==> src/rtl/pwr_cntr_pkg.sv <==
`default_nettype none
// ============================================================================
//  Module      : pwr_cntr_pkg
//  Description : Shared constants and helpers for the switching-activity
//                counter bank (default sizes, overflow-mode encodings, clog2).
//  Revision    : 1.0  initial release
// ============================================================================
package pwr_cntr_pkg;

   // Default geometry of the bank
   localparam int DEF_WIDTH = 32;
   localparam int DEF_N_CH  = 4;

   // Overflow-mode encodings for the SAT parameter
   localparam bit SAT_MODE  = 1'b1;
   localparam bit WRAP_MODE = 1'b0;

   // Number of address bits needed to select one of 'value' channels
   function automatic int clog2(input int value);
      int res;
      res = 0;
      while ((1 << res) < value) begin
         res = res + 1;
      end
      return res;
   endfunction

endpackage : pwr_cntr_pkg
`default_nettype wire

==> src/rtl/pwr_cntr_ch.sv <==
`default_nettype none
// ============================================================================
//  Module      : pwr_cntr_ch
//  Description : One activity channel: rising-edge detector, live counter
//                with saturate/wrap overflow, sticky overflow flag and a
//                shadow register loaded on snapshot.
//  Revision    : 1.0  initial release
// ============================================================================
module pwr_cntr_ch
   import pwr_cntr_pkg::*;
#(
   parameter int WIDTH       = DEF_WIDTH,
   parameter bit SAT         = SAT_MODE,
   parameter bit CLR_ON_SNAP = 1'b0
) (
   input  logic             clk,
   input  logic             rst,
   input  logic             enb,
   input  logic             act,
   input  logic             wr_en,
   input  logic [WIDTH-1:0] wdata,
   input  logic             snap,
   output logic [WIDTH-1:0] shadow,
   output logic             ovf
);

   localparam logic [WIDTH-1:0] CNT_MAX = {WIDTH{1'b1}};
   localparam logic [WIDTH-1:0] CNT_ONE = WIDTH'(1);

   logic             prev_act;
   logic             inc;
   logic [WIDTH-1:0] count;
   logic [WIDTH-1:0] count_nxt;
   logic             ovf_nxt;

   // A count event is a low-to-high transition seen while counting is enabled
   assign inc = enb & act & ~prev_act;

   // Activity history is tracked every cycle, so a line held high across
   // the enable rising does not produce a spurious count
   always_ff @(posedge clk or posedge rst) begin
      if (rst) begin
         prev_act <= 1'b0;
      end else begin
         prev_act <= act;
      end
   end

   // Next counter/flag value: increment, then snapshot clear, then write
   // (later assignments have priority, so a write always wins)
   always_comb begin
      count_nxt = count;
      ovf_nxt   = ovf;
      if (inc) begin
         if (count == CNT_MAX) begin
            ovf_nxt   = 1'b1;
            count_nxt = (SAT == SAT_MODE) ? CNT_MAX : '0;
         end else begin
            count_nxt = count + CNT_ONE;
         end
      end
      if (snap && CLR_ON_SNAP) begin
         // Event on the snapshot edge belongs to the new interval
         count_nxt = inc ? CNT_ONE : '0;
      end
      if (wr_en) begin
         count_nxt = wdata;
         ovf_nxt   = 1'b0;
      end
   end

   // Live counter and sticky overflow flag
   always_ff @(posedge clk or posedge rst) begin
      if (rst) begin
         count <= '0;
         ovf   <= 1'b0;
      end else begin
         count <= count_nxt;
         ovf   <= ovf_nxt;
      end
   end

   // Shadow captures the live value as it stood before this edge's update
   always_ff @(posedge clk or posedge rst) begin
      if (rst) begin
         shadow <= '0;
      end else if (snap) begin
         shadow <= count;
      end
   end

endmodule : pwr_cntr_ch
`default_nettype wire

==> src/rtl/pwr_cntr_bank.sv <==
`default_nettype none
// ============================================================================
//  Module      : pwr_cntr_bank
//  Description : Bank of N_CH switching-activity counters with atomic
//                snapshot into shadow registers and a registered
//                read/write port addressed by dir.
//  Revision    : 1.0  initial release
// ============================================================================
module pwr_cntr_bank
   import pwr_cntr_pkg::*;
#(
   parameter int N_CH        = DEF_N_CH,
   parameter int WIDTH       = DEF_WIDTH,
   parameter int ADDR_W      = 2,
   parameter bit SAT         = SAT_MODE,
   parameter bit CLR_ON_SNAP = 1'b0
) (
   input  logic              CLK,
   input  logic              RST,
   input  logic              ENB,
   input  logic [N_CH-1:0]   act,
   input  logic [ADDR_W-1:0] dir,
   input  logic              LE,
   input  logic              WE,
   input  logic [WIDTH-1:0]  wdata,
   input  logic              SNAP,
   output logic [WIDTH-1:0]  rdata,
   output logic              rvalid,
   output logic [N_CH-1:0]   ovf
);

   // Reject parameter sets the address decode or counters cannot support
   generate
      if (ADDR_W < clog2(N_CH)) begin : g_addr_w_check
         $error("pwr_cntr_bank: ADDR_W too narrow to address N_CH channels");
      end
      if ((N_CH < 1) || (N_CH > 64) || (WIDTH < 8) || (WIDTH > 32)) begin : g_range_check
         $error("pwr_cntr_bank: N_CH or WIDTH out of supported range");
      end
   endgenerate

   logic [WIDTH-1:0] shadow [N_CH];
   logic [WIDTH-1:0] rd_mux;

   // One counter channel per activity line; writes decode dir per channel
   generate
      for (genvar i = 0; i < N_CH; i++) begin : g_ch
         logic wr_en;
         assign wr_en = WE && (int'(dir) == i);

         pwr_cntr_ch #(
            .WIDTH       (WIDTH),
            .SAT         (SAT),
            .CLR_ON_SNAP (CLR_ON_SNAP)
         ) u_ch (
            .clk    (CLK),
            .rst    (RST),
            .enb    (ENB),
            .act    (act[i]),
            .wr_en  (wr_en),
            .wdata  (wdata),
            .snap   (SNAP),
            .shadow (shadow[i]),
            .ovf    (ovf[i])
         );
      end
   endgenerate

   // Shadow select; unpopulated addresses read as zero
   always_comb begin
      rd_mux = '0;
      for (int i = 0; i < N_CH; i++) begin
         if (int'(dir) == i) begin
            rd_mux = shadow[i];
         end
      end
   end

   // Single registered read stage: rvalid pulses per strobe, rdata holds
   always_ff @(posedge CLK or posedge RST) begin
      if (RST) begin
         rdata  <= '0;
         rvalid <= 1'b0;
      end else begin
         rvalid <= LE;
         if (LE) begin
            rdata <= rd_mux;
         end
      end
   end

endmodule : pwr_cntr_bank
`default_nettype wire
==> config.mk <==
export PLATFORM = sky130hd
export DESIGN_NAME = pwr_cntr_bank
export DESIGN_NICKNAME = d
export VERILOG_FILES = /design/src/rtl/pwr_cntr_pkg.sv /design/src/rtl/pwr_cntr_ch.sv /design/src/rtl/pwr_cntr_bank.sv
export SDC_FILE = /design/constraint.sdc
export NUM_CORES = 1
export LEC_CHECK = 0
export CAP_MARGIN = 10
export CORE_UTILIZATION = 35
export CTS_BUF_LIST = sky130_fd_sc_hd__clkbuf_4 sky130_fd_sc_hd__clkbuf_8
export CTS_CLUSTER_DIAMETER = 50
export DETAILED_ROUTE_END_ITERATION = 8
export PLACE_DENSITY = 0.61
export SLEW_MARGIN = 20
export SYNTH_ARGS = -nofsm -noshare
export SYNTH_HDL_FRONTEND = slang
export SYNTH_SLANG_ARGS = --single-unit
==> constraint.sdc <==
create_clock -name CLK -period 13.8 [get_ports CLK]
set_input_delay 2.76 -clock CLK [delete_from_list [all_inputs] [get_ports CLK]]
set_output_delay 2.76 -clock CLK [all_outputs]
set_load 0.005 [all_outputs]
==> results by stage, run 1 <==
Status:
- The flow ran to the end, and the final reports show no timing, DRC or antenna violations.

Layout:
- The count of fill cells added during filler insertion is roughly 4,000.
- The total number of nets in the final design is 1,477.
- The synthesis-to-finish area growth is 16.3%.
- The count of antenna diodes in the layout is 0.
- The fraction of final layout cells sized beyond drive strength 1 is around 22%.
- The core utilization of the finished layout is 41.6%.

Synth:
- The flip-flop cell with the highest count after synthesis is sky130_fd_sc_hd__dfrtp_1.
- Summing the areas of all compound-gate instances in the mapped netlist gives 13.0% of the synthesized area.
- The flip-flop and latch count after synthesis is a little under 300.
- The area share of the largest cell type after synthesis is between 40% and 50%.
- The count of yosys warnings during synthesis is 0.
- The synthesized netlist contains 70 unique library cells.
- Summing the areas of all and, or, nand and nor instances in the mapped netlist gives roughly 17% of the synthesized area.
- Sequential elements use 49.2% of the synthesized area.
- The netlist area before placement is 15,100 um^2.
- After synthesis, the largest family of logic cells by area is multiplexers.
- sky130_fd_sc_hd__dfrtp_1 takes more of the synthesized area than any other cell.
- Counting instances in the post-synthesis netlist gives the leading cell types as 297 x sky130_fd_sc_hd__dfrtp_1, 160 x sky130_fd_sc_hd__mux2_2, 108 x sky130_fd_sc_hd__nor2_1.
- The number of cells produced by synthesis is about 1,400.
- The number of flops mapped to enable cells by yosys is 0.
- The share of synthesized cell area in full adder, half adder and majority cells is less than 1%.
- The most frequent cell after synthesis is sky130_fd_sc_hd__dfrtp_1.
- Measured against the total synthesized area, the mux share comes to 17.3%.
- The XOR/XNOR share of the synthesized area is less than 1%.
- Ranked by total cell area, the synthesized netlist is headed by sky130_fd_sc_hd__dfrtp_1 49%, sky130_fd_sc_hd__mux2_2 12%, sky130_fd_sc_hd__mux4_2 4.8%.
- In this run the mean area of a mapped cell was 11.0 um^2.
- Synthesis produced a netlist with a net count of roughly 1,400.
- The share of flip-flops with an asynchronous set or reset after synthesis is between 90% and 100%.

Global route:
- For this run the aggregate overflow at the end of global routing stands at 0.
- Entering global routing, the biggest net connects around 170 pins.
- The number of global-route vias before repair is around 12,000.
- The global-route wire length before repair is around 74 mm.
- The initial antenna violation count is 0.
- Across every metal layer, demand over resource in global routing totals ~22%.

Detailed routing:
- The first routing iteration left about 1,100 violations.
- The sum of routed wire length over all layers is 47.9 mm.
- Once detail routing completed, the nets flagged for antenna violations numbered 0.
- The post-detailed-route via-to-cell ratio is around 6.2.
- Dividing the detail-routed wire length by the instance count gives 23.8 um.
- The routed layout has 12,377 vias.
- The total iterations of the first detailed-routing run is 7.
- After detailed routing, the number of remaining DRC violations is 0.

Clocking:
- In this run, post-CTS repair resized a total of 0 instances.
- The tree built by TritonCTS fans out to roughly 300 sinks.
- CTS built an H-tree with a depth of 2.
- After clock tree synthesis, the flow added hold-fix buffers numbering 0.
- The longest clock path from root to sink contains 3 buffers.
- TritonCTS created 53 clock buffers.
- TritonCTS built the clock tree.
- Once the clock tree was built, the setup fixing pass inserted 0 buffers.
- Clock latency on the worst-skew pair, taken at its later pin, is roughly 0.62 ns.
- The register clock-pin slew on the reported worst setup and hold paths is ~0.070 ns.
- The root cell of the clock tree is sky130_fd_sc_hd__clkbuf_8.

Setup path:
- The most critical setup path has its endpoint at g_ch[3].u_ch.count[7].
- The critical path start-end classification is in -> reg.
- The setup slack of the worst register-to-register path is between 10 and 15 ns.
- The maximum fanout along the worst path is 17.
- The source of the worst register-to-register timing path is g_ch[1].u_ch.count[16].
- The path depth of the worst reg2reg path is 5.
- Tracing the worst setup path back leads to its startpoint at ENB.
- STA classifies the critical path startpoint as an input port.
- The endpoint type of the worst setup path is a flip-flop.
- For the worst setup path, the data required time is 14.25 ns.
- Data on the critical path arrives at its endpoint at ~5.5 ns.
- The endpoint of the worst-slack reg-to-reg timing path is g_ch[1].u_ch.count[7].

Flow run:
- Max-cap violations in this run came to 0.

Power and ir drop:
- The power per cell area is ~150 nW/um^2.
- The clock network accounts for around 38% of the total power.
- The proportion of total power due to net switching is roughly 29%.
- The static leakage is 6.96 nW.
- The portion of total power attributed to combinational logic is between 10% and 20%.
- The worst IR drop on VDD is between 0.07 and 0.08 mV.
- The net switching power figure is approximately 0.75 mW.
- The internal portion of the total power is roughly 1.8 mW.
- Per report_power, the sequential group accounts for a little under half of the total.

Timing:
- In this run the tightest slew margin relative to its limit is between 20 and 30%.
- In the finished design, the share of the clock period the worst path needs comes to between 30% and 40%.
- For the pin with the worst max-slew slack, the measured transition is roughly 1.1 ns.
- Derived from the worst setup path, the maximum achievable clock frequency is 198 MHz.
- Setup repair after global routing left no endpoint under its margin.
- The number of hold violations in the final report is 0.
- The minimum clock period is just over 5 ns.
- Setup total negative slack on the finished layout was measured at 0 ns.
- The post-route clock skew is about 0.028 ns.
- Setup violations remaining at the end of the flow were counted as 0.
- The final count of pins violating max slew is 0.

Floorplanning:
- The total die area is approximately 44,000 um^2.
- In this run the horizontal extent of the chip is 210 um.
- In this run the core area contains 75 standard-cell rows.
- Once the floorplan was initialized, standard cells occupied between 30% and 40% of the core.
- The I/O pin count is 81.
- The vertical extent of the die is 210 um.
- The core footprint is approximately 42,000 um^2.

Placement:
- The congestion estimate from routability-driven global placement came to about 0.93.
- In this run the tool buffered the top-level ports with 80 buffer cells.
- Detailed placement finished with a half-perimeter wire length of approximately 34 mm.

Hold path:
- The worst min-delay path category is reg -> reg.
through the flow:
step | setup slack, ns | instance area (um^2) | hold WS (ns) | cells | power (mW)
final | 8.74 | 17600 | 0.495 | 2011 | 2.59
after CTS | 8.86 | 17600 | 0.494 | 2011 | 2.60
after global placement | 8.29 | 16300 | 0.482 | 1913 | 1.61
after floorplan | 2.84 | 15100 | 0.440 | 1376 | 1.41
after detailed placement | 8.17 | 16300 | 0.472 | 1913 | 1.62
after global routing | 8.63 | 17600 | 0.518 | 2011 | 2.70
state kept, by name, indices dropped and copies added, names as in the netlist:
register / cells
g_ch.u_ch.count: 128
g_ch.u_ch.shadow: 128
rdata: 32
g_ch.u_ch.ovf: 4
g_ch.u_ch.prev_act: 4
rvalid: 1
worst min-delay path by stage:
stage	slack, ns	start	depth (start not counted)	end
2_1_floorplan	0.44	g_ch[2].u_ch.ovf	2	g_ch[2].u_ch.ovf
4_1_cts	0.49	g_ch[2].u_ch.ovf	2	g_ch[2].u_ch.ovf
3_5_place_dp	0.47	g_ch[2].u_ch.ovf	2	g_ch[2].u_ch.ovf
6_report	0.49	g_ch[2].u_ch.ovf	2	g_ch[2].u_ch.ovf
3_3_place_gp	0.48	g_ch[2].u_ch.ovf	2	g_ch[2].u_ch.ovf
5_1_grt	0.52	g_ch[3].u_ch.shadow[16]	1	g_ch[3].u_ch.shadow[16]
critical path, stage by stage:
cell and delay (ns):
sky130_fd_sc_hd__clkdlybuf4s50_1 0.72, sky130_fd_sc_hd__and3b_1 0.72, sky130_fd_sc_hd__o41ai_4 0.22, sky130_fd_sc_hd__nor2_1 0.85, sky130_fd_sc_hd__a311oi_1 0.23
cell type report:
type / count / area (um^2) / area share (%)
clock buffers: 80 / 1050 / 5.98
flip-flops and latches: 297 / 7430 / 42.3
multi-input cells: 979 / 7280 / 41.4
inverters: 5 / 26.3 / 0.149
well taps: 539 / 674 / 3.84
repair buffers: 93 / 893 / 5.08
clock inverters: 18 / 220 / 1.25
layer usage:
layer,up-vias,part of all wire [%],global-route usage [%]
li1,5427,-,-
met1,6208,44,31.1
met2,640,46,34.1
met3,102,8.4,3.58
met4,0,2.4,6.87
met5,-,0,0
cells in the final DEF (no fill, tap or decap), types with 27 or more instances in the layout:
| master | count |
|---|---|
| sky130_fd_sc_hd__clkdlybuf4s50_1 | 76 |
| sky130_fd_sc_hd__a21oi_1 | 43 |
| sky130_fd_sc_hd__clkbuf_8 | 72 |
| sky130_fd_sc_hd__o21ai_0 | 57 |
| sky130_fd_sc_hd__nor3_1 | 52 |
| sky130_fd_sc_hd__dfrtp_1 | 297 |
| sky130_fd_sc_hd__nand3_1 | 45 |
| sky130_fd_sc_hd__mux4_2 | 32 |
| sky130_fd_sc_hd__nor4_1 | 27 |
| sky130_fd_sc_hd__and3_1 | 43 |
| sky130_fd_sc_hd__o22ai_1 | 41 |
| sky130_fd_sc_hd__nor2_1 | 108 |
| sky130_fd_sc_hd__nand2_1 | 80 |
| sky130_fd_sc_hd__mux2_2 | 160 |
| sky130_fd_sc_hd__nand4_1 | 33 |
power by group through the flow:
stage	registers [mW]	logic [mW]	clock network (mW)
floorplan	1.13	0.286	0
global placement	1.20	0.412	0
detailed placement	1.20	0.420	0
CTS	1.19	0.422	0.990
global route	1.21	0.459	1.03
finish	1.20	0.420	0.970
cell families after synthesis:
group / count (synthesis)
multiplexers: 201
AND/OR/NAND/NOR: 481
buffers and inverters: 100
AO/OA/AOI/OAI: 287
adder cells (fa/ha/maj): 4
XOR/XNOR: 6
flip-flops: 297
No activity file was read; power rests on OpenSTA's default activity.
==> inputs of run 2 (changes only) <==
==> constraint.sdc (replaced) <==
create_clock -name CLK -period 4.95 [get_ports CLK]
set_input_delay 0.99 -clock CLK [delete_from_list [all_inputs] [get_ports CLK]]
set_output_delay 0.99 -clock CLK [all_outputs]
set_load 0.005 [all_outputs]
==> run 2 against run 1 <==
- register-to-register slack got worse by 8.9 ns
- flip-flop and latch count unchanged
- non-clock buffer count increased by 6
==> results by stage, run 2 (synthesis results as in run 1) <==
Power and ir drop:
- Per report_power, the combinational group accounts for ~17% of the total.
- The relative contribution of the clock network to total power is approximately a third.
- The total power after layout is 6.96 mW.
- The internal portion of total power is ~4.9 mW.
- The net switching power figure is 2.05 mW.
- The analysis attributes to cell leakage a power of about 6.9 nW.
- In this run the power density over the cells is approximately 400 nW/um^2.
- IR analysis of the VDD net gives a maximum drop of about 0.18 mV.
- The sequential cell fraction of total power is a little under half.
- The proportion of total power due to net switching is 29.5%.

Clocking:
- The total CTS buffers is 52.
- The root cell of the clock tree is sky130_fd_sc_hd__clkbuf_8.
- TritonCTS built the clock tree.
- Clock-pin slew was measured on the worst setup and hold paths at approximately 0.060 ns.
- The number of clock sinks is between 200 and 300.
- The clock tree synthesis step divided the H-tree into 2 levels.
- In this run the post-CTS setup repair buffer count came out at 0.
- The number of hold-repair buffers added at the cts stage is 0.
- The clock reaches the later pin of the worst-skew pair after 0.61 ns.
- The quantity of gates resized following cts is 0.
- The longest clock path from root to sink contains 3 buffers.

Layout:
- The count of fill cells added during filler insertion is between 4,000 and 5,000.
- The area used by sequential logic in the layout is 7430 um^2.
- Leaving out fill and tap cells, the most frequent cell in the layout is sky130_fd_sc_hd__dfrtp_1.
- Leaving out fill and tap cells, the most frequent cells in the layout are 297 x sky130_fd_sc_hd__dfrtp_1, 160 x sky130_fd_sc_hd__mux2_2, 108 x sky130_fd_sc_hd__nor2_1, 80 x sky130_fd_sc_hd__nand2_1, 76 x sky130_fd_sc_hd__clkdlybuf4s50_1.
- The combined area of the multi-input logic cells is slightly above 7000 um^2.
- The largest registers in the layout are g_ch.u_ch.count: 128 flops, g_ch.u_ch.shadow: 128 flops, rdata: 32 flops.
- In the final layout, the share of cells above drive strength 1 is a little under a quarter.
- The synthesis-to-finish area growth is 15.9%.
- The area of all placed cells without fillers is between 15,000 and 20,000 um^2.
- The count of antenna diodes in the layout is 0.
- At the end of the flow, the number of nets in the layout was 1,482.

Timing:
- The worst path uses between 60 and 70% of the clock period.
- Counting I/O delays and the setup requirement, the final critical path takes roughly 3.1 ns.
- The sum of negative setup slack is 0 ns.
- The number of hold violations in the final report is 0.
- The final count of pins violating max slew was 0.
- In this run the tightest slew margin relative to its limit is between 20% and 30%.
- Derived from the worst setup path, the maximum achievable clock frequency is between 300 and 400 MHz.
- On the final layout, the worst clock skew is ~0.028 ns.
- Setup repair after global routing left no endpoint under its margin.
- The transition at the pin with the smallest max-transition slack is 1.12 ns.
- Setup violations remaining at the end of the flow were counted as 0.
- Hold timing on the final database bottoms out at a slack of a little under 0.5 ns.

Floorplanning:
- The initial utilization of the core area, before any placement, comes to between 30 and 40%.
- The total die area is approximately 44,000 um^2.
- In this run the horizontal extent of the chip is about 210 um.
- The floorplan has 75 rows.
- 81 I/O pins were placed.
- The vertical extent of the die is around 210 um.
- After floorplanning, the core was sized to cover 42,200 um^2.

Detailed routing:
- Across all layers, the routed design uses ~12,000 vias.
- The detail route stage leaves a number of antenna-violating nets equal to 0.
- The first detailed-routing pass took 5 iterations.
- The sum of routed wire length over all layers is about 48 mm.
- After detailed routing, the average wire length per cell comes to approximately 24 um.
- The initial detailed-routing violation count is about 1,000.
- In the routed layout, each cell is associated on average with a via count of a little over 6.
- The residual DRC count is 0.

Placement:
- Buffers placed on the I/O ports in this run total 80.
- The placed instances occupy a cell area of 16,400 um^2.
- The final weighted congestion of routability-driven global placement is between 0.9 and 1.
- The detailed-placement wirelength estimate is approximately 34 mm.

Flow run:
- The max-capacitance violation count is 0.

Setup path:
- The maximum fanout along the worst path is 29.
- The worst endpoint required time is between 5 and 6 ns.
- The worst setup path is captured at a flip-flop.
- The critical path start-end classification is in -> reg.
- The nature of the critical path startpoint is an input port.
- The data arrival time at the worst-slack endpoint is 3.57 ns.

Status:
- The run finished with clean final reports.

Global route:
- The first global-routing pass estimated 74.7 mm of wire.
- In the global route stage, overall resource usage came out at between 20% and 30%.
- The number of global-route vias before repair is around 12,000.
- The sum of overflow across all layers after global routing is 0.
- The initial antenna violation count is 2.
- The maximum number of pins on one net before global-route repair is 117.

Hold path:
- The tightest min-delay check is of the reg -> reg type.
run 2: changes by cell type in the layout (fill, tap and decap cells not counted):
cell,previous run,this run
sky130_fd_sc_hd__bufinv_16,5,0
sky130_fd_sc_hd__clkbuf_4,8,13
sky130_fd_sc_hd__buf_4,13,17
sky130_fd_sc_hd__clkinv_2,11,7
sky130_fd_sc_hd__buf_12,1,3
sky130_fd_sc_hd__clkinvlp_4,2,3
sky130_fd_sc_hd__inv_6,0,1
sky130_fd_sc_hd__inv_8,1,0
run 2: metrics by stage:
stage	setup WS [ns]	utilization (%)	std cells
after detailed placement	1.31	38.8	1919
after global placement	1.39	38.8	1919
after floorplan	0.0149	-	1376
after CTS	1.96	41.5	2014
final	1.82	41.5	2014
after global routing	1.75	41.5	2014
run 2: power groups by stage:
stage               combinational, mW  sequential (mW)  clock, mW
finish                           1.18             3.33       2.45
global route                     1.29             3.39       2.61
CTS                              1.19             3.31       2.50
detailed placement               1.18             3.35          0
global placement                 1.16             3.34          0
floorplan                       0.798             3.14          0
run 2: path summary, 6_finish.rpt:
kind	to	slack, ns	startpoint	depth (start not counted)
hold reg to reg	g_ch[2].u_ch.ovf	0.49	g_ch[2].u_ch.ovf	2
setup reg to reg	g_ch[2].u_ch.count[14]	2.00	g_ch[2].u_ch.count[0]	7
min in group asynchronous	g_ch[0].u_ch.shadow[8]	0.94	RST	3
hold / removal	g_ch[2].u_ch.ovf	0.49	g_ch[2].u_ch.ovf	2
setup / recovery	g_ch[0].u_ch.count[22]	1.82	WE	7
max in group asynchronous	rdata[21]	3.42	RST	3
run 2: final cells by class:
class	instances	area share, %
clock buffers	85	6.21
well taps	539	3.85
flip-flops and latches	297	42.4
inverters	5	0.129
clock inverters	10	0.336
repair buffers	99	5.50
multi-input cells	979	41.6
run 2: routing by layer:
layer | part of all wire, % | track usage, %
met1 | 44 | 31.2
met2 | 46 | 34.0
met3 | 7.8 | 4.22
met4 | 2.5 | 7.05
met5 | 0.027 | 0
run 2: worst max-delay path: stages:
cell and delay [ns]:
sky130_fd_sc_hd__clkdlybuf4s50_1 0.61, sky130_fd_sc_hd__nor3b_2 0.28, sky130_fd_sc_hd__buf_4 0.25, sky130_fd_sc_hd__nor2_1 0.45
sky130_fd_sc_hd__nand2_1 0.18, sky130_fd_sc_hd__a31oi_1 0.62, sky130_fd_sc_hd__a41oi_1 0.19
==> inputs of run 3 (changes only) <==
--- a/config.mk
+++ b/config.mk
@@ -10,7 +10,7 @@
 export CTS_BUF_LIST = sky130_fd_sc_hd__clkbuf_4 sky130_fd_sc_hd__clkbuf_8
 export CTS_CLUSTER_DIAMETER = 50
 export DETAILED_ROUTE_END_ITERATION = 8
-export PLACE_DENSITY = 0.61
+export PLACE_DENSITY = 0.63
 export SLEW_MARGIN = 20
 export SYNTH_ARGS = -nofsm -noshare
 export SYNTH_HDL_FRONTEND = slang
==> constraint.sdc (replaced) <==
create_clock -name CLK -period 2.8 [get_ports CLK]
set_input_delay 0.56 -clock CLK [delete_from_list [all_inputs] [get_ports CLK]]
set_output_delay 0.56 -clock CLK [all_outputs]
set_load 0.005 [all_outputs]
==> run 3 against run 2 <==
- design area is 1.8% higher
- register-to-register slack worse by 1.6 ns
- first-iteration DRC count is 14% higher
- global-route usage hardly changed
- non-clock buffer count is 47 higher
- hold slack worse by 0.22 ns
- routed wire length is 0.46% higher
- critical endpoint is now g_ch[3].u_ch.count[11]
- highest routed layer is now met4
==> results by stage, run 3 (synthesis results as in run 1) <==
Layout:
- In the final design database the tool counted between 1,500 and 2,000 nets.
- The fraction of final layout cells sized beyond drive strength 1 is about 24%.
- The core utilization of the finished layout is between 40 and 50%.
- In the final layout, the registers with the most flip-flops are g_ch.u_ch.count: 128 flops, g_ch.u_ch.shadow: 128 flops, rdata: 32 flops.
- The count of fill cells added during filler insertion is ~4,100.
- The synthesis-to-finish area growth is 18.0%.
- The final non-filler cell total is between 2,000 and 2,500.
- The area of all placed cells without fillers is about 18,000 um^2.
- Leaving out fill and tap cells, the most frequent cell in the layout is sky130_fd_sc_hd__dfrtp_1.
- The library cells used most frequently in the layout, excluding fill and tap cells, are 297 x sky130_fd_sc_hd__dfrtp_1, 160 x sky130_fd_sc_hd__mux2_2, 108 x sky130_fd_sc_hd__nor2_1, 80 x sky130_fd_sc_hd__nand2_1, 77 x sky130_fd_sc_hd__clkdlybuf4s50_1.

Status:
- The flow ran to the end, and the final reports show no timing, DRC or antenna violations.

Global route:
- The initial antenna violation count is 0.
- The global routing met3 resource utilization is ~3.7%.
- Global routing used between 20 and 25% of the available tracks.
- Global routing used between 30 and 40% of the available met1 tracks.
- After global routing, the most crowded layer is met2.
- The first global-routing pass estimated between 70 and 80 mm of wire.
- In the global route stage, met2 resource usage came out at between 30% and 40%.
- The sum of overflow across all layers after global routing is 0.
- The number of global-route vias before repair came to roughly 12,000.
- Entering global routing, the biggest net connects 79 pins.

Clocking:
- The cell sitting at the root of the clock tree is a sky130_fd_sc_hd__clkbuf_8.
- The clock reaches the later pin of the worst-skew pair after around 0.61 ns.
- The number of levels the H-tree was split into is 2.
- Buffers added to address setup during post-CTS repair amount to 0.
- The number of gates resized after CTS was 0.
- The number of buffers between clock root and the deepest sink is 3.
- The clock tree from TritonCTS is done.
- The total CTS buffers is 49.
- The number of hold-repair buffers added at the cts stage is 0.
- The register clock-pin slew on the reported worst setup and hold paths is ~0.06 ns.
- The number of clock sinks is about 300.

Floorplanning:
- After floorplanning, the core was sized to cover ~42,000 um^2.
- The die covers roughly 44,000 um^2.
- Pin placement for this block handled 81 I/O pins.
- In this run the horizontal extent of the chip is between 200 and 250 um.
- Once the floorplan was initialized, standard cells occupied ~36% of the core.
- The standard-cell row count is 75.
- Measured along the y axis, the die boundary spans around 210 um.

Detailed routing:
- The count of nets left with antenna violations once routing finished came out at 0.
- For this run, design rule violations remaining after detail routing come to 0.
- After detailed routing, the number of vias per cell comes to a little over 6.
- The detail-routed net length per standard cell is between 20 and 25 um.
- The sum of routed wire length over all layers is roughly 48 mm.
- The via count of the routed design is approximately 12,000.
- Before antenna repair, the detailed router went through 7 iterations.
- For this block, the initial DRC count from the detailed router was around 1,200.

Placement:
- The area of placed instances is ~17,000 um^2.
- The pre-CTS setup slack is slightly below 0.2 ns.
- Buffers placed on the I/O ports in this run total 80.
- The final weighted congestion of routability-driven global placement is 0.973.
- The detailed-placement wirelength estimate is 35.8 mm.
- The cell total after placement is approximately 2,000.

Setup path:
- The source of the critical timing path is g_ch[3].u_ch.count[0].
- The critical path crosses 7 cells after its start point.
- The number of buffers and inverters on the critical path is 1.
- The maximum single-stage delay on the critical path is 0.52 ns.
- The data arrival time at the worst-slack endpoint is roughly 2.9 ns.
- The startpoint identified for the worst register-to-register timing path is g_ch[3].u_ch.count[0].
- The path depth of the worst reg2reg path is 7.
- The worst endpoint required time is roughly 3.3 ns.
- The critical path goes through ha_1 -> and4_1 -> nand2_1 -> o41ai_4 -> nor2_1 -> buf_4 -> a311oi_1.
- The endpoint of the worst-slack reg-to-reg timing path is g_ch[3].u_ch.count[11].
- The maximum fanout along the worst path is 10.
- The cell at the slowest stage of the critical path is sky130_fd_sc_hd__o41ai_4.
- The endpoint type of the worst setup path is a flip-flop.
- The category of cells accounting for the largest share of critical-path delay is compound AO/OA/AOI/OAI gates.
- The setup check on the worst reg-to-reg path leaves a slack of about 0.38 ns.
- The worst setup path is launched from a flip-flop.
- The critical path start-end classification is reg -> reg.

Timing:
- After routing, the total negative slack on setup checks comes to 0 ns.
- The final critical path takes up 86.6% of the cycle.
- The post-route clock skew is about 0.025 ns.
- The transition at the pin with the smallest max-transition slack is 0.716 ns.
- The final setup violation count is 0.
- The number of hold violations in the final report is 0.
- The highest clock rate is a little over 400 MHz.
- The minimum clock period is 2.42 ns.
- Setup repair after global routing left no endpoint under its margin.
- Measured against its own limit, the worst slew margin works out to a little over half.
- The final count of pins violating max slew is 0.
- The post-layout worst setup margin is 0.376 ns.

Power and ir drop:
- The sequential cell fraction of total power is between 40% and 50%.
- The internal portion of total power is about 8.6 mW.
- The static leakage is roughly 7 nW.
- Across the VDD grid, the largest voltage drop is 0.264 mV.
- Combinational logic is responsible for 17.5% of the overall power.
- For this design the total switching power over the nets is approximately 3.6 mW.
- The clock network burns 34.0% of the power.
- The proportion of total power due to net switching is between 20 and 30%.
- The power per cell area is a little under 700 nW/um^2.

Hold path:
- The worst hold path belongs to the class in -> async.

Flow run:
- The max-capacitance violation count is 0.
-- run 3: cell count changes in the layout (fill, tap and decap cells not counted), sizes merged --
cell	delta
buf	+46
clkbuf	-10
bufinv	+2
clkdlybuf4s50	+1
clkinv	+1
clkinvlp	-1
diode	+1
inv	-1
-- run 3: worst max path at each step --
stage	end	slack (ns)
detailed placement	g_ch[0].u_ch.count[23]	0.20
global route	g_ch[3].u_ch.count[7]	0.22
floorplan	g_ch[0].u_ch.count[0]	-1.71
global placement	g_ch[0].u_ch.count[23]	0.20
CTS	g_ch[3].u_ch.count[11]	0.41
finish	g_ch[3].u_ch.count[11]	0.38
-- run 3: area by class of cell --
type,count,area [um^2],share of cell area [%]
Sequential cell,297,7430,41.7
Clock inverter,11,108,0.603
Multi-Input combinational cell,979,7280,40.8
Inverter,5,22.5,0.126
Tap cell,539,674,3.78
Timing Repair Buffer,146,1370,7.69
Clock buffer,75,945,5.30
Antenna cell,1,2.50,0.0140
-- run 3: power by group through the flow --
stage          registers [mW]  logic [mW]  clock network [mW]
3_5_place_dp             5.93        2.13                   0
6_report                 5.88        2.13                4.13
5_1_grt                  5.98        2.33                4.38
2_1_floorplan            5.56        1.41                   0
3_3_place_gp             5.90        2.09                   0
4_1_cts                  5.86        2.14                4.20
-- run 3: through the flow --
step           power, mW  hold slack, ns
2_1_floorplan       6.97           0.440
3_3_place_gp        7.99           0.462
3_5_place_dp        8.06           0.468
4_1_cts             12.2           0.261
5_1_grt             12.7           0.291
6_report            12.1           0.274
-- run 3: worst register-to-register path: stages, from the launching register on --
cell                       delay [ns]
sky130_fd_sc_hd__dfrtp_1         0.45
sky130_fd_sc_hd__ha_1            0.26
sky130_fd_sc_hd__and4_1          0.31
sky130_fd_sc_hd__nand2_1         0.16
sky130_fd_sc_hd__o41ai_4         0.52
sky130_fd_sc_hd__nor2_1          0.14
sky130_fd_sc_hd__buf_4           0.20
sky130_fd_sc_hd__a311oi_1        0.27
-- run 3: routing by layer --
layer	vias to the layer above	wire, um
met5	-	0
met4	0	1340
met3	93	3750
met2	540	22300
met1	6262	20700
li1	5536	-
